--- config.mk ---
export PLATFORM = sky130hd
export DESIGN_NAME = adc_serial_rd_flat
export DESIGN_NICKNAME = d
export VERILOG_FILES = /design/src/rtl/adc_serial_rd_pkg.sv /design/src/rtl/adc_serial_rd_if.sv /design/src/rtl/adc_serial_rd_sclk_gen.sv /design/src/rtl/adc_serial_rd.sv /design/src/flat_wrapper.sv
export SDC_FILE = /design/constraint.sdc
export NUM_CORES = 1
export LEC_CHECK = 0
export BUFFER_PORTS_ARGS = -buffer_cell sky130_fd_sc_hd__buf_2
export CAP_MARGIN = 20
export CORE_AREA = 2 2 76 78
export DETAILED_ROUTE_END_ITERATION = 12
export DIE_AREA = 0 0 78 80
export PLACE_DENSITY = 0.76
export SLEW_MARGIN = 20
export SYNTH_ARGS = -nofsm -noshare
export SYNTH_HDL_FRONTEND = slang
export SYNTH_HIERARCHICAL = 1
export SYNTH_SLANG_ARGS = --single-unit
--- constraint.sdc ---
create_clock -name clk -period 2.8 [get_ports clk]
set_input_delay 0.84 -clock clk [delete_from_list [all_inputs] [get_ports clk]]
set_output_delay 0.84 -clock clk [all_outputs]
set_load 0.005 [all_outputs]
--- src/rtl/adc_serial_rd_pkg.sv ---
// Shared definitions for the ADC serial reader: FSM states, frame layout and the frame check.
package adc_serial_rd_pkg;

   localparam int unsigned FRAME_BITS   = 16;
   localparam int unsigned LEAD_BITS    = 4;
   localparam int unsigned DATA_BITS    = 12;
   localparam int unsigned SCLK_PERIODS = FRAME_BITS;
   localparam int unsigned ERR_W        = 8;

   typedef enum logic [2:0] {
      ST_IDLE,
      ST_SETUP,
      ST_SHIFT,
      ST_DONE,
      ST_QUIET
   } adc_state_e;

   // A frame is accepted only when every leading pad bit reads back as zero.
   function automatic logic frame_ok(input logic [FRAME_BITS-1:0] bits);
      return bits[FRAME_BITS-1 -: LEAD_BITS] == '0;
   endfunction

endpackage

--- src/rtl/adc_serial_rd_if.sv ---
// ADC pins plus the conversion-result bus between the reader and its consumer.
interface adc_serial_rd_if;
   import adc_serial_rd_pkg::*;

   logic                 en;
   logic                 adc_sdata;
   logic                 adc_cs_n;
   logic                 adc_sclk;
   logic [DATA_BITS-1:0] sample_data;
   logic                 data_valid;
   logic                 frame_err;
   logic [ERR_W-1:0]     err_cnt;

   modport master (
      input  en, adc_sdata,
      output adc_cs_n, adc_sclk, sample_data, data_valid, frame_err, err_cnt
   );

   modport slave (
      output en, adc_sdata,
      input  adc_cs_n, adc_sclk, sample_data, data_valid, frame_err, err_cnt
   );

endinterface

--- src/rtl/adc_serial_rd_sclk_gen.sv ---
// Serial clock generator: low-then-high half periods while running, with rise and end-of-frame strobes.
module adc_serial_rd_sclk_gen
   import adc_serial_rd_pkg::*;
#(
   parameter int unsigned SCLK_HALF = 4
) (
   input  logic clk,
   input  logic rst_n,
   input  logic i_run,
   output logic o_sclk,
   output logic o_rise,
   output logic o_last
);

   localparam int unsigned BW = $clog2(SCLK_PERIODS);

   logic [5:0]    r_half;
   logic          r_phase;
   logic [BW-1:0] r_bits;

   always_ff @(posedge clk or negedge rst_n) begin
      if (!rst_n) begin
         r_half  <= '0;
         r_phase <= 1'b0;
         r_bits  <= '0;
      end else if (!i_run) begin
         r_half  <= '0;
         r_phase <= 1'b0;
         r_bits  <= '0;
      end else if (r_half == 6'(SCLK_HALF - 1)) begin
         r_half  <= '0;
         r_phase <= ~r_phase;
         if (r_phase) r_bits <= r_bits + 1'b1;
      end else begin
         r_half <= r_half + 6'd1;
      end
   end

   // Decoded from registers so the pin idles high the instant running stops or reset hits.
   assign o_sclk = ~i_run | r_phase;
   assign o_rise = i_run & r_phase & (r_half == '0);
   assign o_last = i_run & r_phase & (r_bits == BW'(SCLK_PERIODS - 1))
                 & (r_half == 6'(SCLK_HALF - 1));

endmodule

--- src/rtl/adc_serial_rd.sv ---
// Periodic 16-bit serial ADC reader: frames a conversion, checks the pad bits, publishes 12-bit results.
module adc_serial_rd
   import adc_serial_rd_pkg::*;
#(
   parameter int unsigned SCLK_HALF     = 4,
   parameter int unsigned CS_SETUP      = 2,
   parameter int unsigned SAMPLE_PERIOD = 2000,
   parameter int unsigned QUIET         = 4
) (
   input  logic            clk,
   input  logic            rst_n,
   adc_serial_rd_if.master bus
);

   localparam int unsigned PW = $clog2(SAMPLE_PERIOD);

   adc_state_e           r_state, w_state_nxt;
   logic [3:0]           r_tmr;
   logic [PW-1:0]        r_period;
   logic                 r_sdata_meta, r_sdata_sync;
   logic [FRAME_BITS-1:0] r_shift;
   logic [DATA_BITS-1:0] r_sample;
   logic                 r_valid, r_ferr;
   logic [ERR_W-1:0]     r_err_cnt;

   logic w_start, w_run, w_cs_n, w_sclk, w_rise, w_last, w_ok;

   assign w_start = bus.en & (r_period == '0) & (r_state == ST_IDLE);
   assign w_run   = (r_state == ST_SHIFT);
   assign w_cs_n  = ~((r_state == ST_SETUP) | (r_state == ST_SHIFT));
   assign w_ok    = frame_ok(r_shift);

   adc_serial_rd_sclk_gen #(.SCLK_HALF(SCLK_HALF)) u_sclk (
      .clk    (clk),
      .rst_n  (rst_n),
      .i_run  (w_run),
      .o_sclk (w_sclk),
      .o_rise (w_rise),
      .o_last (w_last)
   );

   always_ff @(posedge clk or negedge rst_n) begin
      if (!rst_n) r_period <= '0;
      else if (!bus.en) r_period <= '0;
      else if (r_period == PW'(SAMPLE_PERIOD - 1)) r_period <= '0;
      else r_period <= r_period + 1'b1;
   end

   // r_tmr restarts on every state change, so it times SETUP and QUIET directly.
   always_ff @(posedge clk or negedge rst_n) begin
      if (!rst_n) begin
         r_state <= ST_IDLE;
         r_tmr   <= '0;
      end else begin
         r_state <= w_state_nxt;
         r_tmr   <= (w_state_nxt != r_state) ? '0 : r_tmr + 4'd1;
      end
   end

   always_comb begin
      w_state_nxt = r_state;
      unique case (r_state)
         ST_IDLE:  if (w_start) w_state_nxt = ST_SETUP;
         ST_SETUP: if (r_tmr == 4'(CS_SETUP - 1)) w_state_nxt = ST_SHIFT;
         ST_SHIFT: if (w_last) w_state_nxt = ST_DONE;
         ST_DONE:  w_state_nxt = ST_QUIET;
         ST_QUIET: if (r_tmr == 4'(QUIET - 1)) w_state_nxt = ST_IDLE;
         default:  w_state_nxt = ST_IDLE;
      endcase
   end

   // Results are registered on the last SHIFT cycle so they appear exactly during DONE.
   always_ff @(posedge clk or negedge rst_n) begin
      if (!rst_n) begin
         r_sdata_meta <= 1'b0;
         r_sdata_sync <= 1'b0;
         r_shift      <= '0;
         r_sample     <= '0;
         r_valid      <= 1'b0;
         r_ferr       <= 1'b0;
         r_err_cnt    <= '0;
      end else begin
         r_sdata_meta <= bus.adc_sdata;
         r_sdata_sync <= r_sdata_meta;
         if (w_rise) r_shift <= {r_shift[FRAME_BITS-2:0], r_sdata_sync};
         r_valid <= w_last & w_ok;
         r_ferr  <= w_last & ~w_ok;
         if (w_last & w_ok) r_sample <= r_shift[DATA_BITS-1:0];
         if (w_last & ~w_ok & (r_err_cnt != '1)) r_err_cnt <= r_err_cnt + 1'b1;
      end
   end

   assign bus.adc_cs_n    = w_cs_n;
   assign bus.adc_sclk    = w_sclk;
   assign bus.sample_data = r_sample;
   assign bus.data_valid  = r_valid;
   assign bus.frame_err   = r_ferr;
   assign bus.err_cnt     = r_err_cnt;

endmodule

--- src/flat_wrapper.sv ---
// flat-port wrapper written by rule: the top's interface ports become plain ports
module adc_serial_rd_flat import adc_serial_rd_pkg::*;
#(
   parameter int unsigned SCLK_HALF     = 4,
   parameter int unsigned CS_SETUP      = 2,
   parameter int unsigned SAMPLE_PERIOD = 2000,
   parameter int unsigned QUIET         = 4
)
  (clk, rst_n, bus_en, bus_adc_sdata, bus_adc_cs_n, bus_adc_sclk, bus_sample_data, bus_data_valid, bus_frame_err, bus_err_cnt);
  adc_serial_rd_if bus_i ();
  input  logic clk;
  input  logic rst_n;
  input wire logic [$bits(bus_i.en)-1:0] bus_en;
  input wire logic [$bits(bus_i.adc_sdata)-1:0] bus_adc_sdata;
  output wire logic [$bits(bus_i.adc_cs_n)-1:0] bus_adc_cs_n;
  output wire logic [$bits(bus_i.adc_sclk)-1:0] bus_adc_sclk;
  output wire logic [$bits(bus_i.sample_data)-1:0] bus_sample_data;
  output wire logic [$bits(bus_i.data_valid)-1:0] bus_data_valid;
  output wire logic [$bits(bus_i.frame_err)-1:0] bus_frame_err;
  output wire logic [$bits(bus_i.err_cnt)-1:0] bus_err_cnt;
  assign bus_i.en = bus_en;
  assign bus_i.adc_sdata = bus_adc_sdata;
  assign bus_adc_cs_n = bus_i.adc_cs_n;
  assign bus_adc_sclk = bus_i.adc_sclk;
  assign bus_sample_data = bus_i.sample_data;
  assign bus_data_valid = bus_i.data_valid;
  assign bus_frame_err = bus_i.frame_err;
  assign bus_err_cnt = bus_i.err_cnt;
  adc_serial_rd #(.SCLK_HALF(SCLK_HALF), .CS_SETUP(CS_SETUP), .SAMPLE_PERIOD(SAMPLE_PERIOD), .QUIET(QUIET)) u_core (.clk(clk), .rst_n(rst_n), .bus(bus_i));
endmodule
Word-level counts from Yosys, hierarchy flattened
Index checks and enable logic that the tools add are counted.

storage, ports and cells
  register bits = 69
  output and inout port bits = 24
  word-level logic and storage cells = 66

operators by class
  $add $sub $neg = 5
  equal/unequal tests = 13
  multiplexer cells = 15
  bitwise operators = 15
  reductions and logical operators = 5

operator list
  operator                                               count
  2-to-1 mux 11 bit                                      2
  2-to-1 mux 4 bit                                       4
  case mux 3 bit (5 select lines)                        1
  2-to-1 mux 3 bit                                       4
  2-to-1 mux 6 bit                                       2
  adder 11 x 1 -> 11 bit, second input constant          1
  equality test 11 bit, second input constant            1
  logical NOT 11 bit                                     1
  bitwise AND 1 bit                                      9
  adder 4 x 1 -> 4 bit, second input constant            2
  adder 8 x 1 -> 8 bit, second input constant            1
  inequality test 8 bit, second input constant           1
  adder 6 x 1 -> 6 bit, second input constant            1
  equality test 3 x 2 -> 1 bit, second input constant    2
  equality test 6 x 2 -> 1 bit, second input constant    1
  logical NOT 6 bit                                      1
  equality test 4 x 1 -> 1 bit, second input constant    1
  equality test 4 x 2 -> 1 bit, second input constant    1
  equality test 4 bit, second input constant             1
  logical NOT 4 bit                                      1
  inequality test 2 x 1 -> 1 bit, second input constant  2
  NOT 1 bit                                              4
  equality test 3 x 1 -> 1 bit, second input constant    1
  equality test 3 bit, second input constant             1
  5 further kinds                                        7

Longest topological paths before layout
Gate-level depths: netlist of the first run.

  word-level depth = 8
  gate-level depth with buffers = 7

Hierarchy
Netlist of the first run, hierarchy kept.

modules (own cells, without submodules)
  module                  instances  cells an instance  area each (sq um)  seq. area each (sq um)
  adc_serial_rd           1          195                2,452.4            1,451.4
  adc_serial_rd_sclk_gen  1          60                 565.5              275.3

Worst setup path after synthesis of the first run
OpenSTA, ideal clock, no wires.

  path type = flip-flop to flip-flop
  from = register u_core.u_sclk.r_half[3]
  to = register u_core.r_err_cnt[7], in the netlist u_core/bus.err_cnt[7]
  setup time = 0.125 ns
  arrival = 2.276 ns
  required time = 2.675 ns
  setup slack = 0.399 ns
  cell stages (with the launch flop) = 8
  path buffers = 1
  period minus slack after synthesis = 2.401 ns
  path through = dfrtp_1 > or4_4 > buf_4 > nor3_1 > o41a_1 > nand4_1 > nor2_1 > mux2_2

on the way
  longest elaborated chain between the ends = 4

ends and longest elaborated chain
  element                         line                          text
  start: declaration              adc_serial_rd_sclk_gen.sv:17  logic [5:0] r_half;
  start signal: assignment        adc_serial_rd_sclk_gen.sv:35  r_half <= r_half + 6'd1;
  equality test 6 x 2 -> 1 bit    adc_serial_rd_sclk_gen.sv:43  & (r_half == 6'(SCLK_HALF - 1));
  bitwise AND 1 bit               adc_serial_rd_sclk_gen.sv:43
  net u_core.w_last               adc_serial_rd.sv:26           logic w_start, w_run, w_cs_n, w_sclk, w_rise, w_last, w_ok;
  bitwise AND 1 bit (2 in a row)  adc_serial_rd.sv:89           if (w_last & ~w_ok & (r_err_cnt != '1)) r_err_cnt <= r_err_cnt + 1'b1;
  end signal: assignment          adc_serial_rd.sv:89
  end: declaration                adc_serial_rd.sv:24           logic [ERR_W-1:0] r_err_cnt;

The timed path passes the listed nets, and every way through them passes these cells.
A chain may end at the register's enable or synchronous reset.

Final worst setup path of the first run
Same ends and word-level chain as after synthesis.

==> results.json, run 1 <==
{
  "status": "finished, final reports clean",
  "setup_violations": 0,
  "finalSetupTns_ps": 0,
  "reg2reg_from": "u_core/u_sclk/r_half[3]",
  "fmax_mhz": 405,
  "vias_per_cell": 5.41,
  "timing_hold_violations_final": 0,
  "yosysWarnings": 6,
  "synthXorXnorAreaFrac": 0.0348,
  "finClkSkew_ps": 10.3,
  "gp_congestion": 0.828,
  "final_cell_mix": "dfrtp_1 (69), mux2_2 (31), buf_2 (27), nor2_1 (22)",
  "crit_type": "register to register",
  "synth_top_family_by_area": "simple AND/OR/NAND/NOR gates",
  "arrival_ps": 2690,
  "endpoint": "u_core/bus.err_cnt[7]",
  "whs_path_depth": 0,
  "whs_ps": 356,
  "r2r_end": "u_core/bus.err_cnt[7]",
  "drc_errors": 0,
  "synth.distinct_cells": 42,
  "critical_path.cell_chain": "or4_4 -> nor3_1 -> o41a_1 -> nand4_1 -> nor2_1 -> mux2_2",
  "synth_fa_ha_area_frac": 0.0332,
  "grt_max_degree": 70,
  "maxCapViolCount": 0,
  "hold_path.class": "register to register",
  "preCtsSetupSlack_ps": 372,
  "dr.pass1.iters": 4,
  "nNetsFinal": 305,
  "cts_root_buf": "clkbuf_8",
  "die_height_um": 80,
  "synth-compound-area-share": 0.0779,
  "antenna_found_initial": 0,
  "initialDrtViolationCount": 142,
  "worst-path-max-fanout": 12,
  "clk_latency_ps": 350,
  "htree_num_levels": 3,
  "syn_avg_cell_area_um2": 11.8,
  "drive_gt1_frac": 0.279,
  "end_kind": "register",
  "synthFlopType": "dfrtp_1",
  "async_flop_share": 1.00,
  "rows": 27,
  "post_cts_buffers": 0,
  "design.core.area_mm2": 0.00541,
  "wire_per_inst_um": 13.3,
  "finalCriticalPeriod_ps": 2470,
  "synth_area_mm2": 0.00302,
  "cts.repair.resized": 0,
  "top_level_ports": 28,
  "cts_buffer_depth": 2,
  "power_leakage_nw": 1.70,
  "regArea_mm2": 0.00173,
  "cts_tree": "done",
  "routed_wl_mm": 4.93,
  "synth-seq-cells": 69,
  "num_vias": 2003,
  "synthMuxAreaShare": 0.116,
  "fin_ws_ps": 332,
  "fin_crit_sh": 0.881,
  "synthSimpleGateAreaFrac": 0.144,
  "clock_sinks": 69,
  "critPathRequiredTime_ps": 3020,
  "grt_overflow": 0,
  "ff2ff_setup_slack_ps": 330,
  "rsz0062_at_grt": "false",
  "slowest_delay_ps": 620,
  "final_max_slew_viol_count": 0,
  "portBuffers": 27,
  "slew_headroom": 0.620,
  "fillers": 433,
  "syn_nets": 267,
  "multi_input_area_mm2": 0.00122,
  "cp-startpoint": "u_core/u_sclk/r_half[3]",
  "crit_slowest_cell": "or4_4",
  "grt_usage": 0.178,
  "antenna_cells": 0,
  "syn_to_final_growth_pct": 15.0,
  "dp_hpwl_mm": 3.25,
  "synth_cells": 255,
  "start_kind": "register",
  "synth_edf_count": 0,
  "dieArea_mm2": 0.00624,
  "ir_drop_uv": 461,
  "grt_pass1_wl_mm": 8.58,
  "worstRegToRegCells": 6,
  "dieWidth_um": 78,
  "initial_core_util": 0.558,
  "ctsHoldBuffers": 0,
  "final_common_cell": "dfrtp_1",
  "ys_seq_area_frac": 0.572,
  "cts_buffers": 9,
  "worst_slew_pin_slew_ps": 555,
  "path_clk_slew_ps": 80,
  "p_per_area_mw_per_mm2": 544,
  "ant_nets": 0,
  "grt_pass1_vias": 1923
}
kinds of logic (layout without fill, tap and decap cells):
kind of cell,count (synthesis),in the layout
buffers and inverters,17,60
and+or+nand+nor,82,82
DFF,69,69
adders and majority gates,8,8
AOI/OAI and AO/OA,36,36
xor gates and xnor gates,12,12
muxes,31,31
flip-flops by register name (all words and copies together) (netlist names):
signal / count
u_core/bus.data_valid: 1
u_core/u_sclk/r_half: 6
u_core/u_sclk/r_bits: 4
u_core/r_shift: 16
u_core/bus.sample_data: 12
u_core/r_state: 3
u_core/u_sclk/r_phase: 1
u_core/r_tmr: 4
u_core/bus.err_cnt: 8
u_core/r_sdata_sync: 1
u_core/bus.frame_err: 1
u_core/r_period: 11
u_core/r_sdata_meta: 1
where the power goes:
group          internal (mW)  switching, mW
sequential              1.00        0.00676
combinational         0.0150         0.0284
clock                  0.423          0.408
total                   1.44          0.443
synthesized netlist by cell type (all sizes together), types with 3 or more instances:
cell type   n  area [um^2]
nand4       5         31.3
o21ai       9         45.0
nand3       9         45.0
or4         3         26.3
dfrtp      69         1730
nor3        5         25.0
inv        13         48.8
mux2       31          349
nor2       22         82.6
xnor2       7         61.3
xor2        5         43.8
nand2      13         48.8
nor4        3         18.8
a21oi      13         65.1
nand2b      3         18.8
ha          8          100
o31ai       3         36.3
or3         6         37.5
per-stage QoR:
stage / cells / utilization / instance area [um^2] / power (mW)
final: 370 / 0.642 / 3470 / 1.89
after global routing: 370 / 0.642 / 3470 / 1.96
after CTS: 370 / 0.642 / 3470 / 1.91
after detailed placement: 354 / 0.604 / 3270 / 1.08
after global placement: 354 / 0.604 / 3270 / 1.08
after floorplan: 255 / - / 3020 / 1.05
layout make-up:
class / count / area share
clock buffers: 9 / 0.0357
clock inverters: 7 / 0.0231
inverters: 13 / 0.0141
multi-input cells: 169 / 0.353
flip-flops and latches: 69 / 0.497
well taps: 72 / 0.0260
repair buffers: 31 / 0.0512
worst min path at each step:
| stage | start | endpoint | slack, ps |
|---|---|---|---|
| detailed placement | u_core/r_sdata_meta | u_core/r_sdata_sync | 340 |
| finish | u_core/r_sdata_meta | u_core/r_sdata_sync | 360 |
| global placement | u_core/r_sdata_meta | u_core/r_sdata_sync | 330 |
| CTS | u_core/r_sdata_meta | u_core/r_sdata_sync | 360 |
| floorplan | u_core/r_sdata_meta | u_core/r_sdata_sync | 330 |
| global route | u_core/r_sdata_meta | u_core/r_sdata_sync | 360 |
layer usage:
layer / routed length (um) / global-route usage
met5: 0 / 0
met4: 49 / 0.0789
met2: 2310 / 0.271
met1: 2350 / 0.239
met3: 218 / 0.0520
critical path, delay by kind of cell, from the launching register on:
kind | cells | cell delay [ps]
compound gates | 1 | 310
flops | 1 | 430
mux | 1 | 340
simple gates | 4 | 1260
(Power assumes the default switching activity.)
==> inputs of run 2 (changes only) <==
--- a/config.mk
+++ b/config.mk
@@ -5,11 +5,11 @@
 export SDC_FILE = /design/constraint.sdc
 export NUM_CORES = 1
 export LEC_CHECK = 0
-export BUFFER_PORTS_ARGS = -buffer_cell sky130_fd_sc_hd__buf_2
 export CAP_MARGIN = 20
-export CORE_AREA = 2 2 76 78
+export CORE_AREA = 2 2 73 75
 export DETAILED_ROUTE_END_ITERATION = 12
-export DIE_AREA = 0 0 78 80
+export DIE_AREA = 0 0 75 77
+export DONT_BUFFER_PORTS = 1
 export PLACE_DENSITY = 0.76
 export SLEW_MARGIN = 20
 export SYNTH_ARGS = -nofsm -noshare
==> run 2 against run 1 <==
Against the previous run:
- flip-flop and latch count is the same
- non-clock buffer count shrank 29
- core utilization grew 3.1 points
- wire length grew 2.6%
- register-to-register slack lost 130 ps
- worst hold slack lost 160 ps
- fmax shrank 5.0%
- cell area shrank 3.5%
- count of clock-buffer cells in the layout grew 2
- first-iteration DRC count shrank 7.0%
- clock skew shrank 4.6 ps
==> results.json, run 2 (synthesis results as in run 1) <==
{
  "portBuffers": 0,
  "cts.repair.resized": 0,
  "die_height_um": 77,
  "cts_root_buf": "clkbuf_8",
  "final_cell_mix": "dfrtp_1 (69), mux2_2 (31), nor2_1 (22)",
  "stdcell_count": 339,
  "crit_family": "simple AND/OR/NAND/NOR gates",
  "crit_type": "register to register",
  "dieWidth_um": 75,
  "grt_use_met3": 0.0683,
  "end_kind": "register",
  "fillers": 365,
  "crit_slowest_cell": "or4_4",
  "largest-register": "u_core/r_shift",
  "timing_hold_violations_final": 0,
  "post_cts_buffers": 0,
  "slew_headroom": 0.625,
  "grt_max_degree": 70,
  "fmax_mhz": 385,
  "hold_path.class": "input port to async pin",
  "power_leakage_nw": 1.57,
  "largest_reg_flops": 16,
  "fin_crit_sh": 0.928,
  "finalSetupTns_ps": 0,
  "nNetsFinal": 276,
  "critical_path.cell_chain": "or4_4 -> nor3_1 -> o41a_1 -> nand4_1 -> nor2_1 -> mux2_2",
  "finClkSkew_ps": 5.72,
  "ant_nets": 0,
  "top_level_ports": 28,
  "cts_tree": "done",
  "wire_per_inst_um": 14.9,
  "met2_usage": 0.299,
  "htree_num_levels": 3,
  "num_vias": 1917,
  "p_per_area_mw_per_mm2": 603,
  "status": "finished, final reports clean",
  "initialDrtViolationCount": 132,
  "final_common_cell": "dfrtp_1",
  "grt_overflow": 0,
  "clock_sinks": 69,
  "gp_congestion": 0.773,
  "dp_hpwl_mm": 3.30,
  "grt_pass1_vias": 1975,
  "arrival_ps": 2820,
  "slowest_delay_ps": 630,
  "worstPathBufferInverterCount": 0,
  "dieArea_mm2": 0.00578,
  "finalCriticalPeriod_ps": 2600,
  "cts_buffer_depth": 2,
  "start_kind": "register",
  "ctsHoldBuffers": 0,
  "dr.pass1.iters": 4,
  "antenna_cells": 0,
  "rows": 26,
  "setup_violations": 0,
  "ir_drop_uv": 437,
  "clk_latency_ps": 330,
  "design.core.area_mm2": 0.00498,
  "use_met1": 0.269,
  "antenna_found_initial": 0,
  "worst_slew_pin_slew_ps": 548,
  "cts_buffers": 9,
  "routed_wl_mm": 5.06,
  "vias_per_cell": 5.65,
  "dp_cells": 323,
  "drc_errors": 0,
  "critPathRequiredTime_ps": 3020,
  "worst-path-max-fanout": 12,
  "drive_gt1_frac": 0.197,
  "syn_to_final_growth_pct": 11.0,
  "initial_core_util": 0.606,
  "rsz0062_at_grt": "false",
  "grt.busiest_layer": "met2",
  "grt_usage": 0.202,
  "grt_pass1_wl_mm": 8.73,
  "final_max_slew_viol_count": 0,
  "path_clk_slew_ps": 70,
  "maxCapViolCount": 0
}
==> run 2: changes by cell type in the layout (fill, tap and decap cells not counted), sizes merged <==
| cell | change |
|---|---|
| buf | -29 |
| clkinvlp | -2 |
| clkbuf | +2 |
| clkinv | +2 |
| bufinv | +2 |
| inv | -4 |
==> run 2: path summary, 6_finish.rpt <==
kind | start | endpoint | cells after the start | slack, ps
worst max-delay path | u_core/u_sclk/r_half[3] | u_core/bus.err_cnt[7] | 6 | 200
worst max register to register | u_core/u_sclk/r_half[3] | u_core/bus.err_cnt[7] | 6 | 200
max in group asynchronous | rst_n | u_core/r_period[1] | 0 | 2490
worst min register to register | u_core/r_sdata_meta | u_core/r_sdata_sync | 0 | 360
worst min-delay path | rst_n | u_core/u_sclk/r_bits[1] | 0 | 190
min in group clk | u_core/r_sdata_meta | u_core/r_sdata_sync | 0 | 360
==> run 2: area by class of cell <==
type / instances / area, um^2 / share of cell area
clock buffers: 11 / 141 / 0.0422
clock inverters: 5 / 108 / 0.0321
flip-flops and latches: 69 / 1730 / 0.515
multi-input cells: 169 / 1220 / 0.365
inverters: 13 / 48.8 / 0.0146
well taps: 70 / 87.6 / 0.0261
repair buffers: 2 / 15.0 / 0.00448
==> run 2: power breakdown <==
part / leakage [nW] / internal, mW / total [mW] / switching, mW
clock: 0.124 / 0.620 / 0.988 / 0.368
combinational: 0.551 / 0.0108 / 0.0200 / 0.00919
sequential: 0.896 / 1.01 / 1.01 / 0.00709
==> run 2: layer usage <==
| layer | vias to the layer above | wire, um |
|---|---|---|
| met5 | - | 0 |
| met1 | 940 | 2390 |
| li1 | 932 | - |
| met2 | 41 | 2430 |
| met4 | 0 | 44 |
| met3 | 4 | 195 |
==> run 2: through the flow <==
| stage | util | area [um^2] | total power, mW | setup WS, ps | hold WS, ps |
|---|---|---|---|---|---|
| final | 0.673 | 3350 | 2.02 | 201 | 195 |
| after global routing | 0.673 | 3350 | 2.09 | 29.9 | 168 |
| after CTS | 0.673 | 3350 | 2.05 | 196 | 176 |
| after detailed placement | 0.623 | 3100 | 1.05 | 214 | 342 |
| after global placement | 0.623 | 3100 | 1.05 | 289 | 343 |
| after floorplan | - | 3020 | 1.05 | 399 | 331 |
==> inputs of run 3 (changes only) <==
--- a/config.mk
+++ b/config.mk
@@ -6,11 +6,12 @@
 export NUM_CORES = 1
 export LEC_CHECK = 0
 export CAP_MARGIN = 20
-export CORE_AREA = 2 2 73 75
+export CORE_AREA = 2 2 72 74
+export CTS_BUF_LIST = sky130_fd_sc_hd__clkbuf_8
 export DETAILED_ROUTE_END_ITERATION = 12
-export DIE_AREA = 0 0 75 77
+export DIE_AREA = 0 0 74 76
 export DONT_BUFFER_PORTS = 1
-export PLACE_DENSITY = 0.76
+export PLACE_DENSITY = 0.78
 export SLEW_MARGIN = 20
 export SYNTH_ARGS = -nofsm -noshare
 export SYNTH_HDL_FRONTEND = slang
==> run 3 against run 2 <==
Against the previous run:
- register-to-register slack improved by 190 ps
- count of clock-buffer cells in the layout down 2
- critical endpoint unchanged
- largest power group unchanged
- worst setup slack improved by 190 ps
- via count hardly changed
- cell area is 1.1% lower
- non-clock buffer count is 1 higher
==> results.json, run 3 (synthesis results as in run 1) <==
{
  "status": "finished, final reports clean",
  "grt_pass1_vias": 1914,
  "dp_cells": 324,
  "finClkSkew_ps": 9.29,
  "setup_violations": 0,
  "wire_per_inst_um": 14.5,
  "nNetsFinal": 277,
  "gp_congestion": 0.800,
  "routed_wl_mm": 4.93,
  "start_kind": "register",
  "post_cts_buffers": 0,
  "antenna_found_initial": 0,
  "fin_crit_sh": 0.861,
  "rsz0062_at_grt": "false",
  "place_area_mm2": 0.00311,
  "critPathRequiredTime_ps": 3020,
  "hold_path.class": "input port to async pin",
  "final_max_slew_viol_count": 0,
  "htree_num_levels": 3,
  "fin_area_mm2": 0.00331,
  "end_kind": "register",
  "fmax_mhz": 415,
  "stdcell_count": 340,
  "largest_reg_flops": 16,
  "power_leakage_nw": 1.55,
  "cp-startpoint": "u_core/u_sclk/r_half[3]",
  "maxCapViolCount": 0,
  "die_height_um": 76,
  "cts_buffer_depth": 2,
  "ant_nets": 0,
  "drive_gt1_frac": 0.204,
  "worst_slew_pin_slew_ps": 567,
  "reg2reg_from": "u_core/u_sclk/r_half[3]",
  "slew_headroom": 0.612,
  "dieWidth_um": 74,
  "worstRegToRegCells": 6,
  "grt_pass1_wl_mm": 8.56,
  "num_vias": 1918,
  "initial_core_util": 0.614,
  "cts_root_buf": "clkbuf_8",
  "syn_to_final_growth_pct": 9.83,
  "antenna_cells": 0,
  "timing_hold_violations_final": 0,
  "rows": 26,
  "design.core.area_mm2": 0.00491,
  "finalSetupTns_ps": 0,
  "portBuffers": 0,
  "drc_errors": 0,
  "ctsHoldBuffers": 0,
  "final_common_cell": "dfrtp_1",
  "dieArea_mm2": 0.00562,
  "grt_max_degree": 70,
  "whs_ps": 184,
  "r2r_end": "u_core/bus.err_cnt[7]",
  "vias_per_cell": 5.64,
  "clock_sinks": 69,
  "finalCriticalPeriod_ps": 2410,
  "worst-path-max-fanout": 12,
  "ff2ff_setup_slack_ps": 390,
  "cts_tree": "done",
  "clk_latency_ps": 340,
  "final_cell_mix": "dfrtp_1 (69), mux2_2 (31), nor2_1 (22)",
  "top_level_ports": 28,
  "cts_buffers": 9,
  "initialDrtViolationCount": 157,
  "grt_usage": 0.200,
  "ir_drop_uv": 354,
  "cts.repair.resized": 0,
  "endpoint": "u_core/bus.err_cnt[7]",
  "path_clk_slew_ps": 80,
  "p_per_area_mw_per_mm2": 559,
  "crit_type": "register to register",
  "dr.pass1.iters": 4,
  "arrival_ps": 2630,
  "largest-register": "u_core/r_shift",
  "dp_hpwl_mm": 3.28,
  "fillers": 360,
  "grt_overflow": 0
}
run 3: routing by layer:
metal	wire, um	GRT usage	up-vias
met1	2250	0.268	945
met2	2420	0.298	36
met5	0	0	-
met4	32	0.0873	0
met3	218	0.0608	2
li1	-	-	935
run 3: worst min path at each step:
stage | from | to
2_1_floorplan | u_core/r_sdata_meta | u_core/r_sdata_sync
3_3_place_gp | u_core/r_sdata_meta | u_core/r_sdata_sync
3_5_place_dp | u_core/r_sdata_meta | u_core/r_sdata_sync
4_1_cts | rst_n | u_core/r_shift[4]
5_1_grt | rst_n | u_core/bus.sample_data[6]
6_report | rst_n | u_core/u_sclk/r_bits[2]
run 3: layout make-up:
| cell class | instances | area [um^2] | area share |
|---|---|---|---|
| Tap cell | 70 | 87.6 | 0.0264 |
| Multi-Input combinational cell | 169 | 1220 | 0.369 |
| Sequential cell | 69 | 1730 | 0.521 |
| Inverter | 13 | 48.8 | 0.0147 |
| Clock buffer | 9 | 124 | 0.0374 |
| Timing Repair Buffer | 3 | 22.5 | 0.00680 |
| Clock inverter | 7 | 81.3 | 0.0245 |
run 3: report_power, final:
part	switching (mW)	internal, mW	total [mW]
logic	0.00863	0.0106	0.0192
clock network	0.399	0.423	0.822
registers	0.00679	1.01	1.01
run 3: worst max-delay path: stages, from the launching register on:
cell	delay, ps
dfrtp_1	430
or4_4	630
nor3_1	310
o41a_1	280
nand4_1	170
nor2_1	140
mux2_2	340
run 3: metrics by stage:
| stage | power [mW] | worst slack [ps] | utilization |
|---|---|---|---|
| floorplan | 1.05 | 399 | - |
| global placement | 1.05 | 464 | 0.633 |
| detailed placement | 1.05 | 409 | 0.633 |
| CTS | 1.88 | 388 | 0.675 |
| global route | 1.93 | 232 | 0.675 |
| finish | 1.85 | 389 | 0.675 |
